==> src/rtl/mem_access_unit.sv <==
// rtl/mem_access_unit.sv - single load/store sequencer with lane steering, extension and timeout
module mem_access_unit #(
    parameter int ADDR_WIDTH     = 32,
    parameter int TIMEOUT_CYCLES = 255
) (
    input  logic                  clk,
    input  logic                  reset,
    input  logic                  start,
    input  logic                  we,
    input  logic [1:0]            size,
    input  logic                  sign_ext,
    input  logic [ADDR_WIDTH-1:0] addr,
    input  logic [31:0]           wdata,
    output logic                  busy,
    output logic                  done,
    output logic                  error,
    output logic                  mem_req,
    output logic                  mem_we,
    output logic [ADDR_WIDTH-1:0] mem_addr,
    output logic [3:0]            mem_be,
    output logic [31:0]           mem_wdata,
    input  logic [31:0]           mem_rdata,
    input  logic                  mem_ack,
    output logic                  mdr_write,
    output logic [31:0]           mdr_data
);

    localparam logic [1:0] S_IDLE   = 2'd0;
    localparam logic [1:0] S_ACCESS = 2'd1;
    localparam logic [1:0] S_DONE   = 2'd2;

    // Last counter value tolerated before the access is declared dead.
    localparam logic [7:0] TO_LAST = 8'(TIMEOUT_CYCLES - 1);

    logic [1:0]  state;
    logic [7:0]  cnt;
    logic        lat_we;
    logic [1:0]  lat_size;
    logic        lat_sext;
    logic [1:0]  lat_off;

    logic        bad_req;
    logic [3:0]  be_calc;
    logic [31:0] wd_calc;
    logic [7:0]  rd_byte;
    logic [15:0] rd_half;
    logic [31:0] load_ext;

    // Decode the incoming request: alignment check, byte enables and replicated store data.
    always_comb begin
        bad_req = 1'b0;
        be_calc = 4'b0000;
        wd_calc = wdata;
        case (size)
            2'b00: begin
                be_calc = 4'b0001 << addr[1:0];
                wd_calc = {4{wdata[7:0]}};
            end
            2'b01: begin
                be_calc = 4'b0011 << {addr[1], 1'b0};
                wd_calc = {2{wdata[15:0]}};
                bad_req = addr[0];
            end
            2'b10: begin
                be_calc = 4'b1111;
                bad_req = (addr[1:0] != 2'b00);
            end
            default: begin
                bad_req = 1'b1;
            end
        endcase
    end

    // Pick the addressed lane out of the returned word and extend it to 32 bits.
    always_comb begin
        rd_byte  = 8'h00;
        rd_half  = lat_off[1] ? mem_rdata[31:16] : mem_rdata[15:0];
        load_ext = mem_rdata;
        case (lat_off)
            2'd0:    rd_byte = mem_rdata[7:0];
            2'd1:    rd_byte = mem_rdata[15:8];
            2'd2:    rd_byte = mem_rdata[23:16];
            default: rd_byte = mem_rdata[31:24];
        endcase
        case (lat_size)
            2'b00:   load_ext = {{24{lat_sext & rd_byte[7]}}, rd_byte};
            2'b01:   load_ext = {{16{lat_sext & rd_half[15]}}, rd_half};
            default: load_ext = mem_rdata;
        endcase
    end

    // Sequencer: IDLE accepts a request, ACCESS waits for ack or timeout, DONE pulses the result.
    always_ff @(posedge clk or posedge reset) begin
        if (reset) begin
            state     <= S_IDLE;
            cnt       <= 8'd0;
            lat_we    <= 1'b0;
            lat_size  <= 2'b00;
            lat_sext  <= 1'b0;
            lat_off   <= 2'b00;
            busy      <= 1'b0;
            done      <= 1'b0;
            error     <= 1'b0;
            mem_req   <= 1'b0;
            mem_we    <= 1'b0;
            mem_addr  <= '0;
            mem_be    <= 4'b0000;
            mem_wdata <= 32'h0;
            mdr_write <= 1'b0;
            mdr_data  <= 32'h0;
        end else begin
            done      <= 1'b0;
            error     <= 1'b0;
            mdr_write <= 1'b0;
            case (state)
                S_IDLE: begin
                    if (start) begin
                        lat_we   <= we;
                        lat_size <= size;
                        lat_sext <= sign_ext;
                        lat_off  <= addr[1:0];
                        busy     <= 1'b1;
                        if (bad_req) begin
                            state <= S_DONE;
                            done  <= 1'b1;
                            error <= 1'b1;
                        end else begin
                            state     <= S_ACCESS;
                            cnt       <= 8'd0;
                            mem_req   <= 1'b1;
                            mem_we    <= we;
                            mem_addr  <= {addr[ADDR_WIDTH-1:2], 2'b00};
                            mem_be    <= be_calc;
                            mem_wdata <= wd_calc;
                        end
                    end
                end
                S_ACCESS: begin
                    if (mem_ack) begin
                        state   <= S_DONE;
                        mem_req <= 1'b0;
                        mem_we  <= 1'b0;
                        done    <= 1'b1;
                        if (!lat_we) begin
                            mdr_data  <= load_ext;
                            mdr_write <= 1'b1;
                        end
                    end else if (cnt == TO_LAST) begin
                        state   <= S_DONE;
                        mem_req <= 1'b0;
                        mem_we  <= 1'b0;
                        done    <= 1'b1;
                        error   <= 1'b1;
                    end else begin
                        cnt <= cnt + 8'd1;
                    end
                end
                S_DONE: begin
                    state <= S_IDLE;
                    busy  <= 1'b0;
                end
                default: begin
                    state   <= S_IDLE;
                    busy    <= 1'b0;
                    mem_req <= 1'b0;
                end
            endcase
        end
    end

endmodule

==> config.mk <==
export PLATFORM = sky130hd
export DESIGN_NAME = mem_access_unit
export DESIGN_NICKNAME = d
export VERILOG_FILES = /design/src/rtl/mem_access_unit.sv
export SDC_FILE = /design/constraint.sdc
export NUM_CORES = 1
export LEC_CHECK = 0
export CORE_ASPECT_RATIO = 1.2
export CORE_MARGIN = 5
export CORE_UTILIZATION = 49
export DETAILED_ROUTE_END_ITERATION = 16
export PLACE_DENSITY = 0.9
export SLEW_MARGIN = 0
export SYNTH_ARGS = -nofsm -noshare
export SYNTH_HDL_FRONTEND = slang
export SYNTH_SLANG_ARGS = --single-unit
export TNS_END_PERCENT = 100
==> constraint.sdc <==
create_clock -name clk -period 6 [get_ports clk]
set_clock_uncertainty 0.1 [all_clocks]
set_input_delay 1.2 -clock clk [delete_from_list [all_inputs] [get_ports clk]]
set_output_delay 1.2 -clock clk [all_outputs]
set_load 0.005 [all_outputs]
# After elaboration in Yosys (flattened, before gate mapping)
# Cells that the tools add are included.
dict set report totals {
  word_cells 88
  register_bits 120
  input_bits 104
}
dict set report classes {
  n_eq_ne 13
  n_shift 2
  n_addsub 1
  mux 36
  n_reduce_logical 14
  n_bitwise 6
}
# op n
set op_table {}
lappend op_table {{$pmux 32 s2} 2}
lappend op_table {{$mux 8} 4}
lappend op_table {{$pmux 8 s3} 1}
lappend op_table {{$mux 16} 1}
lappend op_table {{$pmux 8 s2} 1}
lappend op_table {{$mux 1} 15}
lappend op_table {{$pmux 4 s3} 1}
lappend op_table {{$add 8x1->8 const B} 1}
lappend op_table {{$eq 2x1->1 const B} 4}
lappend op_table {{$eq 8x8->1 const B} 1}
lappend op_table {{$logic_not 2->1} 4}
lappend op_table {{$mux 2} 4}
lappend op_table {{$ne 2x2->1 const B} 4}
lappend op_table {{$pmux 1 s2} 4}
lappend op_table {{$reduce_and 4->1} 2}
lappend op_table {{$eq 2x2->1 const B} 3}
lappend op_table {{$pmux 1 s3} 2}
lappend op_table {{$reduce_and 2->1} 3}
lappend op_table {{$reduce_and 3->1} 2}
lappend op_table {{$reduce_and 5->1} 1}
lappend op_table {{$not 1->1} 4}
lappend op_table {{$pmux 2 s2} 1}
lappend op_table {{$reduce_bool 2->1} 2}
lappend op_table {{$shl 1x2->4 const A} 1}
lappend op_table {{3 further kinds} 4}

# Logic depth before layout (Yosys ltp)
# Gate-level depths: netlist of run 1.
dict set report depth {
  ltp_word 5
  depth_mapped 8
}

# Least setup slack after synthesis of run 1
# Ideal clock, no wire load.
dict set report synth_timing {
  kind {input port to flip-flop}
  start {input mem_rdata[31]}
  end {register mdr_data[16]}
  required_time_ns 5.775
  cell_stages 5
  arrival_ns 2.346
  setup_slack_ns 3.429
  path_cell_list {mux4_2 mux2_2 nor2_4 buf_8 o21ai_2}
}
dict set report synth_via {
  elab_chain_len 3
  elab_cells_between_ends 5
  cone_classes {mux: 3; bitwise: 2}
}
# element line
set synth_lines {}
lappend synth_lines {{start: declaration} 22} ;# input logic [31:0] mem_rdata,
lappend synth_lines {{$pmux 8 s3 or $mux 16 (tied branches)} {79, 77}}
lappend synth_lines {{$and 1x1->1 (on tied branches)} {86, 87}}
lappend synth_lines {{$pmux 32 s2 *} 85} ;# case (lat_size)
lappend synth_lines {{end signal: assignment} 145} ;# mdr_data <= load_ext;
lappend synth_lines {{end: declaration} 25} ;# output logic [31:0] mdr_data
# Mark *: on every way between the ends. The rest lies on a longest branch, timed or not.
# A chain may end at the register's enable or synchronous reset.

# Worst setup path in the final report of run 1
dict set report layout_timing {
  start {input start}
  end {register mem_addr[22]}
}
dict set report layout_via {
  elab_chain_len 1
}
# element line
set layout_lines {}
lappend layout_lines {{start: declaration} 8} ;# input logic start,
lappend layout_lines {{$reduce_and 3->1 (no source line)} --}
lappend layout_lines {{end signal: assignment} 132} ;# mem_addr <= {addr[ADDR_WIDTH-1:2], 2'b00};
lappend layout_lines {{end: declaration} 19} ;# output logic [ADDR_WIDTH-1:0] mem_addr,
# Every way passes these cells.

==> results.cfg, run 1 <==
[clocking]
cts_resized = 0
htree_num_levels = 4
clk_latency_ns = 0.41
cts.hold.buffers_added = 0
cts_inserted_buffers = 17
clock_sinks = 120
post_cts_buffers = 0
cts-root-buf = clkbuf_16
cts_tree = yes
cts_max_path_buffers = 2
clkSlewWorstSetupHoldPaths_ns = 0.06

[floorplanning]
die_w_microns = 109.2
initial_core_util_pct = 50.07
io-pin-count = 210
rows = 43
die_h_microns = 129.1
die_area_sq_um = 14100
fp.coreArea_sq_um = 11570

[worst_setup_path]
cpPeakStageDelay_ns = 0.89
cp_slowest_cell = nand3_4
r2r_slack_ns = 2.98
critical_path.top_delay_family = simple AND/OR/NAND/NOR gates
path_cells = clkdlybuf4s50_1 -> nor3b_2 -> nand3_4 -> mux2_2
worst-path-buf-inv = 1
cp.required_ns = 6.18
critPathKind = in -> reg
cp.arrival_ns = 4.05
cp-start-kind = input pin
setup.worst_path.end_class = flip-flop
crit_fanout = 92

[routing]
vias_per_cell = 5.679
wire_per_inst_microns = 18.72
drc_errors = 0
first_pass_iters = 4
initialDrtViolationCount = 259
finalWirelength_mm = 16.83
ant_nets = 0
vias = 5105

[sta]
final_max_slew_viol_count = 0
finalSetupTns_ns = 0
relSlewSlack_pct = 27.43
rsz0062_at_grt = no
hold_violations = 0
period_needed_ns = 3.870
tightest_slew_ns = 1.086
clock.fmax_ghz = 0.2584
fin_crit_sh_pct = 64.50
setup_viol = 0
layout_setup_ws_ns = 2.130

[placement]
hpwl_mm = 12.05
dpl-instance-area_sq_um = 7881
place_ws_ns = 1.784
port_buffers = 207
place_congestion = 0.8908

[logic_synthesis]
synthMuxAreaShare_pct = 15.71
ys_warn_count = 0
mappedNetlistArea_sq_um = 5792
syn_inst = 539
synth_cell_types = 54
synthXorXnorAreaFrac_pct = 0.3024
synth_top_family_by_area = compound AO/OA/AOI/OAI gates
synth_fa_ha_area_share_pct = 0.4321
synthFlopType = dfrtp_1
synth_edf_count = 0
synth.area.top_cells = dfrtp_1 (52%), mux2_2 (10%), o21ai_0 (5.4%), mux2i_1 (5.0%), nand2_1 (4.7%)
synth_compound_area_share_pct = 17.28
synthSimpleGateAreaFrac_pct = 9.916
ys_seq_area_share_pct = 51.85
synthDominantAreaCellType = dfrtp_1
avgSynthCellArea_sq_um = 10.75
yosysTopAreaCellShare_pct = 51.85
ys_ff_latch = 120
async_reset_ff_share_pct = 100.0

[grt]
antenna_found_initial = 0
first_global_vias = 5344
grt_overflow = 0
grt_pass1_wl_mm = 26.90
grt_use_total_pct = 24.45
grt_max_degree = 93

[power_and_ir_drop]
power_mw = 3.641
power.density_nw_per_um2 = 432.1
max-vdd-ir-drop_v = 0.0002550
leakage_nw = 3.549

[job]
cap_violations = 0

[finish]
layout-area-overhead-vs-synth_pct = 45.50
antenna_cells = 0
mostFrequentLayoutCell = clkdlybuf4s50_1
fin_area_sq_um = 8427
finalNetCount = 836
drive_gt1_share_pct = 14.29
layout_common_cells = clkdlybuf4s50_1 (207), dfrtp_1 (120), nand2_1 (72)

[min_path]
hold_class = reg -> reg

[status]
status = finished clean
[metrics by stage]
step	cells	util, %	hold slack, ns
after floorplan	540	-	0.3380
after global placement	868	68.13	0.3558
after detailed placement	868	68.13	0.3717
after CTS	899	72.85	0.3840
after global routing	899	72.85	0.4198
final	899	72.85	0.3793
[routing by layer]
layer  vias up  wire length (microns)  global-route usage [%]
li1       2322                      -                       -
met4         0                    363                   9.758
met5         -                      0                       0
met3        36                   1598                   8.221
met1      2489                   6255                   28.51
met2       258                   8615                   41.47
[synthesized netlist by cell type (3+ instances only)]
master	count
dfrtp_1	120
nand2_1	72
o21ai_0	63
mux2_2	53
mux2i_1	29
a21oi_1	26
nor2_1	18
clkbuf_1	17
o211ai_1	16
buf_2	11
o21ai_2	11
nand3_1	9
a22oi_1	8
inv_1	7
o22ai_1	7
o22a_1	6
a31oi_1	5
and3_1	5
buf_6	5
buf_4	4
nand2b_1	4
nor2b_1	4
and2_1	3
[where the power goes]
group	switching, mW	total [mW]	internal (mW)
sequential	0.247	1.37	1.13
clock	0.347	0.950	0.603
combinational	0.490	1.32	0.828
total	1.08	3.64	2.56
[area by class of cell]
cell class | count | area (sq um)
Timing Repair Buffer | 211 | 2102
Multi-Input combinational cell | 372 | 2547
Clock inverter | 10 | 105.1
Inverter | 8 | 32.53
Sequential cell | 120 | 3003
Fill cell | 763 | 3141
Tap cell | 157 | 196.4
Clock buffer | 21 | 440.4
[tightest hold or removal path: stages, from the launching register on]
cell     delay [ns]
dfrtp_1        0.34
nand2_1        0.05
o21ai_0        0.06
[registers in the layout (all words and copies together), names as in the netlist, 2 cells and up]
name and cells:
cnt 8, lat_off 2, lat_size 2, mdr_data 32, mem_addr 30, mem_be 4
mem_wdata 32, state 2
[logic make-up after synthesis]
logic type,after synthesis
buffers and inverters,48
muxes,83
and+or+nand+nor,125
AOI/OAI and AO/OA,158
xor gates and xnor gates,2
adders and majority gates,2
DFF,120
other,1
[final timing paths]
check | start | to | cells after the start
hold / removal | mdr_data[2] | mdr_data[2] | 2
setup reg to reg | state[0] | mem_addr[22] | 3
min in group asynchronous | reset | mdr_data[21] | 2
setup / recovery | start | mem_addr[22] | 4
hold reg to reg | mdr_data[2] | mdr_data[2] | 2
max in group asynchronous | reset | mdr_data[7] | 3
Note: power is estimated with default switching activity, not from simulation.
==> run 2, diff against run 1 <==
--- a/config.mk
+++ b/config.mk
@@ -7,9 +7,9 @@
 export LEC_CHECK = 0
 export CORE_ASPECT_RATIO = 1.2
 export CORE_MARGIN = 5
-export CORE_UTILIZATION = 49
+export CORE_UTILIZATION = 45
 export DETAILED_ROUTE_END_ITERATION = 16
-export PLACE_DENSITY = 0.9
+export PLACE_DENSITY = 0.84
 export SLEW_MARGIN = 0
 export SYNTH_ARGS = -nofsm -noshare
 export SYNTH_HDL_FRONTEND = slang
==> constraint.sdc (replaced) <==
create_clock -name clk -period 3.7 [get_ports clk]
set_clock_uncertainty 0.1 [all_clocks]
set_input_delay 0.74 -clock clk [delete_from_list [all_inputs] [get_ports clk]]
set_output_delay 0.74 -clock clk [all_outputs]
set_load 0.005 [all_outputs]
==> run 2 against run 1 <==
Effect of this change: global-route usage shrank 2.1 points; sequential power is 61% higher; flip-flop and latch count unchanged; utilization decreased by 5.2 points; first-iteration DRC count up 54%; die area grew 8.1%; critical path depth rose by 3; hold slack gained 0.0035 ns; clock-buffer cell count shrank 2; sequential share of layout area fell by 0.61 points; critical path type unchanged; critical endpoint is now cnt[1].
==> results.cfg, run 2 (same netlist as run 1, synthesis figures left out) <==
[clocking]
cts.hold.buffers_added = 0
cts-root-buf = clkbuf_16
cts_tree = yes
cts_inserted_buffers = 17
cts_max_path_buffers = 2
post_cts_buffers = 0
cts_resized = 0
clkSlewWorstSetupHoldPaths_ns = 0.05
clock_sinks = 120
htree_num_levels = 4
clk_latency_ns = 0.41

[worst_setup_path]
cp_slowest_cell = clkdlybuf4s50_1
cp.required_ns = 3.88
crit_top_cell = o21ai_0
critical_path.top_delay_family = buffers and inverters
path_cells = clkdlybuf4s50_1 -> o21ai_0 -> nand3_4 -> buf_12 -> buf_4 -> nand3_1 -> o21ai_0
critPathKind = in -> reg
crit-reg2reg-launch = lat_size[1]
cpPeakStageDelay_ns = 0.62
setup.worst_path.end_class = flip-flop
cp.arrival_ns = 3.10
rr_endpoint = mdr_data[28]
cp-start-kind = input pin
reg2reg_depth = 4
worst-path-buf-inv = 3
crit_fanout = 58
r2r_slack_ns = 1.34

[floorplanning]
die_h_microns = 134.3
die_area_sq_um = 15250
fp.coreArea_sq_um = 12670
die_w_microns = 113.6
initial_core_util_pct = 45.72
rows = 45
io-pin-count = 210

[finish]
utilization_pct = 67.68
top_regs = mdr_data (32), mem_wdata (32), mem_addr (30)
mostFrequentLayoutCell = clkdlybuf4s50_1
layout-area-overhead-vs-synth_pct = 48.04
fin_area_sq_um = 8574
antenna_cells = 0
finalNetCount = 842
fin_cells = 913
layout_common_cells = clkdlybuf4s50_1 (207), dfrtp_1 (120), nand2_1 (72)
drive_gt1_share_pct = 15.49

[sta]
holdWs_ns = 0.3828
finalSetupTns_ns = 0
clock.fmax_ghz = 0.3431
final_max_slew_viol_count = 0
rsz0062_at_grt = no
period_needed_ns = 2.915
hold_violations = 0
fin_crit_sh_pct = 78.78
layout_setup_ws_ns = 0.7853
setup_viol = 0
tightest_slew_ns = 0.8742
relSlewSlack_pct = 41.50

[routing]
vias_per_cell = 5.535
first_pass_iters = 5
wire_per_inst_microns = 18.71
finalWirelength_mm = 17.08
initialDrtViolationCount = 398
ant_nets = 0
drc_errors = 0
vias = 5053

[power_and_ir_drop]
netSwitchingFraction_pct = 29.88
power.sequential.fraction_pct = 36.2
power_mw = 6.090
p_switching_mw = 1.820
internal_power_mw = 4.270
max-vdd-ir-drop_v = 0.0003714
power.density_nw_per_um2 = 710.2
pwr-share-comb_pct = 35.7
p_clk_share_pct = 28.1
leakage_nw = 3.609

[status]
status = finished clean

[job]
cap_violations = 0

[placement]
dp.cells = 881
port_buffers = 207
place_congestion = 0.8758
place_ws_ns = 0.3943
hpwl_mm = 12.35
dpl-instance-area_sq_um = 7961

[grt]
grt_pass1_wl_mm = 27.26
grt_use_total_pct = 22.36
grt_max_degree = 121
grt_overflow = 0
first_global_vias = 5296
antenna_found_initial = 0

[min_path]
hp-start = lat_we
holdPathStages = 2
hold_path_end = lat_we
hold_class = reg -> reg
run 2: changes by cell type in the layout (fill, tap and decap cells not counted):
cell	change
buf_12	+2
buf_4	+4
bufinv_16	+1
clkbuf_1	-3
clkbuf_8	+1
clkinv_2	-5
clkinv_4	+3
clkinvlp_4	+2
inv_4	-1
inv_6	+3
run 2: worst max path at each step:
stage,from,to,slack (ns),cells past startpoint
floorplan,reset,busy,1.39,1
global placement,size[0],cnt[6],0.60,7
detailed placement,size[0],cnt[1],0.39,7
CTS,size[0],cnt[1],0.83,7
global route,size[0],cnt[0],0.60,7
finish,size[0],cnt[1],0.79,7
run 2: per-layer routing:
metal  vias to the layer above  track usage, %  part of all wire [%]
li1                       2333               -                     -
met1                      2473           26.48                    39
met2                       219           38.21                    51
met3                        28           6.543                   7.7
met4                         0           8.417                   2.4
met5                         -               0                     0
run 2: cell type report:
cell class	instances	area, sq um
multi-input combinational	372	2547
clock inverter	13	170.2
clock buffer	19	442.9
timing repair buffer	217	2172
fill	965	4094
tap	164	205.2
inverter	8	33.78
sequential	120	3003
run 2: tightest hold or removal path, stage by stage (launching register included):
cell	delay [ns]
dfrtp_1	0.34
nand2_1	0.05
nand2_1	0.06
run 2: power by group through the flow:
| stage | sequential (mW) | clock, mW | combinational [mW] |
|---|---|---|---|
| after global placement | 2.18 | 0 | 2.14 |
| final | 2.21 | 1.71 | 2.17 |
| after CTS | 2.20 | 1.74 | 2.21 |
| after detailed placement | 2.21 | 0 | 2.19 |
| after floorplan | 2.17 | 0 | 0.868 |
| after global routing | 2.27 | 1.80 | 2.35 |
